## config.mk

```make
export PLATFORM = sky130hd
export DESIGN_NAME = add_tree_accum
export DESIGN_NICKNAME = d
export VERILOG_FILES = /design/src/rtl/mmul_pkg.sv /design/src/rtl/add_tree_stage.sv /design/src/rtl/add_tree_accum.sv
export SDC_FILE = /design/constraint.sdc
export NUM_CORES = 1
export LEC_CHECK = 0
export ABC_AREA = 1
export CAP_MARGIN = 10
export CORE_UTILIZATION = 35
export CTS_CLUSTER_SIZE = 14
export DETAILED_ROUTE_END_ITERATION = 16
export SYNTH_ARGS = -nofsm -noshare
export SYNTH_HDL_FRONTEND = slang
export SYNTH_SLANG_ARGS = --single-unit
export TNS_END_PERCENT = 30
```

## constraint.sdc

```tcl
create_clock -name Clock -period 4.6 [get_ports Clock]
set_input_delay 0.92 -clock Clock [delete_from_list [all_inputs] [get_ports Clock]]
set_output_delay 0.92 -clock Clock [all_outputs]
set_load 0.01 [all_outputs]
```

## src/rtl/mmul_pkg.sv

```systemverilog
// Shared matrix-multiply datapath constants and width helpers, used by the
// multiplier array and the reduction adder tree.
package mmul_pkg;

  localparam int DEFAULT_WIDTH     = 32;
  localparam int DEFAULT_ACC_GUARD = 5;

  function automatic int clog2(input int value);
    int result;
    result = 0;
    for (int i = 0; i < 31; i++) begin
      if ((1 << i) < value) result = i + 1;
    end
    return result;
  endfunction

  function automatic int sum_width(input int width, input int num_terms);
    return width + clog2(num_terms);
  endfunction

  function automatic int acc_width(input int width, input int num_terms, input int acc_guard);
    return sum_width(width, num_terms) + acc_guard;
  endfunction

endpackage

```

## src/rtl/add_tree_stage.sv

```systemverilog
// One registered level of the reduction tree: PAIRS pairwise adds, each result
// one bit wider than its operands, plus the valid bit that travels with them.
module add_tree_stage #(
  parameter int IN_WIDTH = 32,
  parameter int PAIRS    = 4,
  parameter int SIGNED   = 0
) (
  input  logic                          Clock,
  input  logic                          Resetn,
  input  logic                          in_valid,
  input  logic [2*PAIRS*IN_WIDTH-1:0]   in_data,
  output logic                          out_valid,
  output logic [PAIRS*(IN_WIDTH+1)-1:0] out_data
);

  localparam int OUT_WIDTH = IN_WIDTH + 1;

  logic [PAIRS*OUT_WIDTH-1:0] pair_sum;

  for (genvar p = 0; p < PAIRS; p++) begin : g_pair
    logic [IN_WIDTH-1:0] a;
    logic [IN_WIDTH-1:0] b;
    logic                ext_a;
    logic                ext_b;
    assign a     = in_data[2*p*IN_WIDTH +: IN_WIDTH];
    assign b     = in_data[(2*p+1)*IN_WIDTH +: IN_WIDTH];
    assign ext_a = (SIGNED != 0) && a[IN_WIDTH-1];
    assign ext_b = (SIGNED != 0) && b[IN_WIDTH-1];
    assign pair_sum[p*OUT_WIDTH +: OUT_WIDTH] = {ext_a, a} + {ext_b, b};
  end

  always_ff @(posedge Clock or negedge Resetn) begin
    if (!Resetn) out_valid <= 1'b0;
    else         out_valid <= in_valid;
  end

  // Data is deliberately not reset: invalid beats flow through and only the
  // valid bit decides whether anything downstream uses them.
  always_ff @(posedge Clock) begin
    out_data <= pair_sum;
  end

endmodule

```

## src/rtl/add_tree_accum.sv

```systemverilog
// Pipelined NUM_TERMS-operand reduction adder with optional group accumulator.
// Define ADD_TREE_ACCUM_EN to build the accumulator (in_last / out_ovf active).
module add_tree_accum
  import mmul_pkg::*;
#(
  parameter int NUM_TERMS = 8,
  parameter int WIDTH     = DEFAULT_WIDTH,
  parameter int SIGNED    = 0,
  parameter int ACC_GUARD = DEFAULT_ACC_GUARD,
  localparam int LEVELS    = clog2(NUM_TERMS),
  localparam int SUM_WIDTH = sum_width(WIDTH, NUM_TERMS),
  localparam int ACC_WIDTH = acc_width(WIDTH, NUM_TERMS, ACC_GUARD)
) (
  input  logic                       Clock,
  input  logic                       Resetn,
  input  logic                       in_valid,
  input  logic                       in_last,
  input  logic [NUM_TERMS*WIDTH-1:0] in_terms,
  output logic                       out_valid,
  output logic [ACC_WIDTH-1:0]       out_sum,
  output logic                       out_ovf
);

  localparam int PADDED = 1 << LEVELS;

  // Level 0 is the zero-padded input; level s is the output of stage s.
  for (genvar s = 0; s <= LEVELS; s++) begin : lvl
    localparam int LVL_W = WIDTH + s;
    localparam int LVL_N = PADDED >> s;
    logic [LVL_N*LVL_W-1:0] data;
    logic                   valid;
    if (s == 0) begin : g_in
      assign data  = (LVL_N*LVL_W)'(in_terms);
      assign valid = in_valid;
    end else begin : g_stage
      add_tree_stage #(
        .IN_WIDTH (LVL_W - 1),
        .PAIRS    (LVL_N),
        .SIGNED   (SIGNED)
      ) u_stage (
        .Clock     (Clock),
        .Resetn    (Resetn),
        .in_valid  (lvl[s-1].valid),
        .in_data   (lvl[s-1].data),
        .out_valid (valid),
        .out_data  (data)
      );
    end
  end

  logic                 tree_valid;
  logic [SUM_WIDTH-1:0] tree_sum;
  logic [ACC_WIDTH-1:0] tree_ext;

  assign tree_valid = lvl[LEVELS].valid;
  assign tree_sum   = lvl[LEVELS].data;

  if (SIGNED != 0) begin : g_sext
    assign tree_ext = ACC_WIDTH'($signed(tree_sum));
  end else begin : g_zext
    assign tree_ext = ACC_WIDTH'(tree_sum);
  end

`ifdef ADD_TREE_ACCUM_EN
  localparam logic [ACC_GUARD:0] CNT_MAX   = '1;
  localparam logic [ACC_GUARD:0] CNT_LIMIT = (ACC_GUARD+1)'(1 << ACC_GUARD);

  logic [LEVELS-1:0]    last_pipe;
  logic                 tree_last;
  logic [ACC_WIDTH-1:0] acc;
  logic [ACC_WIDTH-1:0] acc_next;
  logic [ACC_GUARD:0]   cnt;

  // in_last rides alongside the tree so it lines up with the matching sum.
  always_ff @(posedge Clock or negedge Resetn) begin
    if (!Resetn) begin
      last_pipe <= '0;
    end else begin
      last_pipe[0] <= in_last;
      for (int i = 1; i < LEVELS; i++) last_pipe[i] <= last_pipe[i-1];
    end
  end

  assign tree_last = last_pipe[LEVELS-1];
  assign acc_next  = acc + tree_ext;

  // cnt holds the beats already folded into acc, so the closing beat is cnt+1.
  always_ff @(posedge Clock or negedge Resetn) begin
    if (!Resetn) begin
      acc       <= '0;
      cnt       <= '0;
      out_valid <= 1'b0;
      out_sum   <= '0;
      out_ovf   <= 1'b0;
    end else begin
      out_valid <= 1'b0;
      if (tree_valid) begin
        if (tree_last) begin
          out_valid <= 1'b1;
          out_sum   <= acc_next;
          out_ovf   <= (cnt >= CNT_LIMIT);
          acc       <= '0;
          cnt       <= '0;
        end else begin
          acc <= acc_next;
          if (cnt != CNT_MAX) cnt <= cnt + 1'b1;
        end
      end
    end
  end
`else
  logic [ACC_WIDTH-1:0] held_sum;
  logic                 unused_last;

  assign unused_last = in_last;

  // The tree output changes on invalid beats too, so the last result is held here.
  always_ff @(posedge Clock or negedge Resetn) begin
    if (!Resetn)         held_sum <= '0;
    else if (tree_valid) held_sum <= tree_ext;
  end

  assign out_valid = tree_valid;
  assign out_sum   = tree_valid ? tree_ext : held_sum;
  assign out_ovf   = 1'b0;
`endif

endmodule

```

==> qor.yml <==
die_area_um2: 63100
syn2layout_area_growth_pct: 22.9
cts_root_buf: "clkbuf_16"
wirelength_um: 67500
power_frac_clock: 0.179
relSlewSlack: 0.417
grtUsageTotal: 0.212
synthCells: 3410
cts_sinks: 278
criticalPathCategory: "flip-flop to output pin"
drive_above_1_share: 0.0388
worstPathMaxFanout: 41
slowest_delay_ns: 0.94
grt_setup_unrepaired: "false"
cp-start-kind: "flip-flop"
cellPowerDensity_nw_per_um2: 507
gr-total-overflow: 0
cts-resized-gates: 0
avgViaCountPerCell: 4.81
status: "finished, final reports clean"
ys_seq_area_frac: 0.266
cp-end-kind: "output pin"
cp_data_required_time_ns: 3.68
combPwrFrac: 0.546
synth.avg_cell_area_um2: 6.38
met1_usage: 0.298
avgRoutedWirePerCell_um: 14.9
use_met3: 0.0229
cp_cell_sequence: "mux2_2 -> clkdlybuf4s50_1"
hold_depth: 0
hold_viol: 0
cts.reportedPaths.clkPinSlew_ns: 0.06
clock_skew_ns: 0.0137
p_seq_frac: 0.275
grt_pass1_wl_um: 108000
rrSetupSlack_ns: 2.19
synth.distinct_cells: 31
p_switching_uw: 6080
min_to: "lvl[3].g_stage.u_stage.out_valid$_DFF_PN0_"
htree_levels: 1
num_vias: 21900
die-width_um: 251
cts_tree: "built"
insertion_delay_ns: 0.57
die_y_um: 251
gp_congestion: 0.922
crit_arrival_ns: 2.43
num_rows: 90
yosysWarnings: 0
nFillCells: 6532
ir_drop_v: 0.000351
top_usage_layer: "met2"
dp_hpwl_um: 59200
hp-class: "flip-flop to flip-flop"
grt_max_degree: 44
total_power_uw: 13500
start_util: 0.358
antenna_found_initial: 1
p_int_uw: 7450
drc_errors: 0
setup_tns_ns: 0
report.final.slew_viol_count: 0
ant_nets: 0
r2r_end: "lvl[3].g_stage.u_stage.out_data[30]$_DFF_P_"
ff2ff_path_depth: 13
placement.io_buffers: 299
grt_pass1_vias: 21100
ios: 302
syn_area_um2: 21700
core_area_um2: 60800
period_needed_ns: 3.35
clock_path_buffers: 3
p_leak_uw: 0.0138
first_pass_iters: 5
met2_usage: 0.351
max_cap_viol_count: 0
worst_pin_slew_ns: 0.874
post_cts_buffers: 0
setup_viol: 0
syn_nets: 3905
nNetsFinal: 4233
hp-start: "lvl[2].g_stage.u_stage.out_valid$_DFF_PN0_"
slowest_stage: "dfrtp_2"
cts_hold_buffers: 0
ys_ff_latch: 278
finalCritPeriodShare: 0.729
max_freq_mhz: 298
rr_startpoint: "lvl[2].g_stage.u_stage.out_data[34]$_DFF_P_"
p_sw_frac: 0.449
numCtsBuffers: 31
drt_iter0_markers: 1423
metrics by stage:
stage | setup slack [ns] | instance area, um2 | hold WS [ns] | instances | util
after floorplan | 2.25 | 21700 | 0.331 | 3410 | -
after global placement | 1.41 | 25700 | 0.334 | 4487 | 0.422
after detailed placement | 1.40 | 25700 | 0.337 | 4487 | 0.422
after CTS | 1.16 | 26700 | 0.352 | 4544 | 0.439
after global routing | 1.10 | 26700 | 0.362 | 4544 | 0.439
final | 1.25 | 26700 | 0.349 | 4545 | 0.439
sequential cells by signal (all words and copies together), names as in the netlist:
signal / flops
held_sum: 40
lvl.g_stage.u_stage.out_data: 235
lvl.g_stage.u_stage.out_valid: 3
worst max-delay path: cells and delay by family (launching register included):
family   cells  cell delay [ns]
buf+inv      1             0.50
flops        1             0.94
mux          1             0.42
Yosys cell counts:
cell / instances / area share
fa_1: 7 / 0.0064
inv_1: 526 / 0.091
o21ai_2: 2 / 0.00081
o21ai_0: 177 / 0.041
dfrtp_1: 43 / 0.049
conb_1: 1 / 0.00017
nor3_1: 67 / 0.015
clkbuf_1: 1 / 0.00017
buf_2: 3 / 0.00069
nor3_2: 6 / 0.0028
o21bai_1: 14 / 0.0048
a21o_1: 14 / 0.0048
mux2_2: 35 / 0.018
a21oi_2: 1 / 0.00040
nand4_1: 52 / 0.015
dfxtp_1: 235 / 0.22
nand3_2: 1 / 0.00046
o211ai_2: 1 / 0.00058
buf_4: 1 / 0.00035
nor2_1: 340 / 0.059
nand3b_2: 2 / 0.0010
nor4_1: 2 / 0.00058
nand3_1: 167 / 0.038
a21oi_1: 275 / 0.063
nor2_2: 6 / 0.0017
ha_1: 228 / 0.13
nand2_2: 34 / 0.0098
xnor2_1: 7 / 0.0028
o211ai_1: 3 / 0.0010
xor2_1: 99 / 0.040
nand2_1: 1060 / 0.18
layer usage:
metal | part of all wire | vias to the layer above
li1 | - | 11600
met1 | 0.50 | 9660
met2 | 0.44 | 523
met3 | 0.047 | 79
met4 | 0.018 | 0
met5 | 0 | -
power by group through the flow:
stage,Combinational [uW],Clock (uW),Sequential [uW]
3_5_place_dp,7330,0,3780
5_1_grt,8390,2580,3790
2_1_floorplan,5070,0,3550
4_1_cts,7370,2490,3730
3_3_place_gp,7310,0,3770
6_report,7390,2420,3720
logic make-up after synthesis:
group                    count (synthesis)  share of synthesized area
flip-flops                             278                      0.266
other                                    1                   0.000172
buffers and inverters                  531                     0.0920
AND/OR/NAND/NOR                       1737                      0.327
AO/OA/AOI/OAI                          487                      0.117
adder cells (fa/ha/maj)                235                      0.138
multiplexers                            35                     0.0181
XOR/XNOR                               106                     0.0427
cell type report:
type	instances	area, um2	area share
inverters	526	1970	0.0739
well taps	782	978	0.0366
clock inverters	19	165	0.00618
clock buffers	38	852	0.0319
multi-input cells	2601	14000	0.523
repair buffers	300	3000	0.112
flip-flops and latches	278	5780	0.216
diodes	1	2.50	0.0000937
cells in the final DEF, fill, tap and decap left out, types with 2 or more instances in the layout:
cell	Yosys	routed
a21o_1	14	14
a21oi_1	275	275
clkbuf_1	1	2
clkbuf_16	0	31
clkbuf_8	0	5
clkdlybuf4s50_1	0	298
clkinv_2	0	5
clkinv_4	0	3
clkinvlp_4	0	5
dfrtp_1	43	42
dfxtp_1	235	235
fa_1	7	7
ha_1	228	228
inv_1	526	526
inv_6	0	4
mux2_2	35	35
nand2_1	1060	1060
nand2_2	34	34
nand3_1	167	167
nand3b_2	2	2
nand4_1	52	52
nor2_1	340	340
nor2_2	6	6
nor3_1	67	67
nor3_2	6	6
nor4_1	2	2
o211ai_1	3	3
o21ai_0	177	177
o21ai_2	2	2
o21bai_1	14	14
xnor2_1	7	7
xor2_1	99	99
worst max path at each step:
stage	start	end	cells past startpoint
after CTS	lvl[3].g_stage.u_stage.out_valid$_DFF_PN0_	out_sum[33]	2
after detailed placement	in_terms[192]	lvl[1].g_stage.u_stage.out_data[123]$_DFF_P_	11
after global routing	lvl[3].g_stage.u_stage.out_valid$_DFF_PN0_	out_sum[33]	2
final	lvl[3].g_stage.u_stage.out_valid$_DFF_PN0_	out_sum[32]	2
after floorplan	in_terms[64]	lvl[1].g_stage.u_stage.out_data[63]$_DFF_P_	12
after global placement	in_terms[192]	lvl[1].g_stage.u_stage.out_data[123]$_DFF_P_	11
No activity file was read; power rests on OpenSTA's default activity.
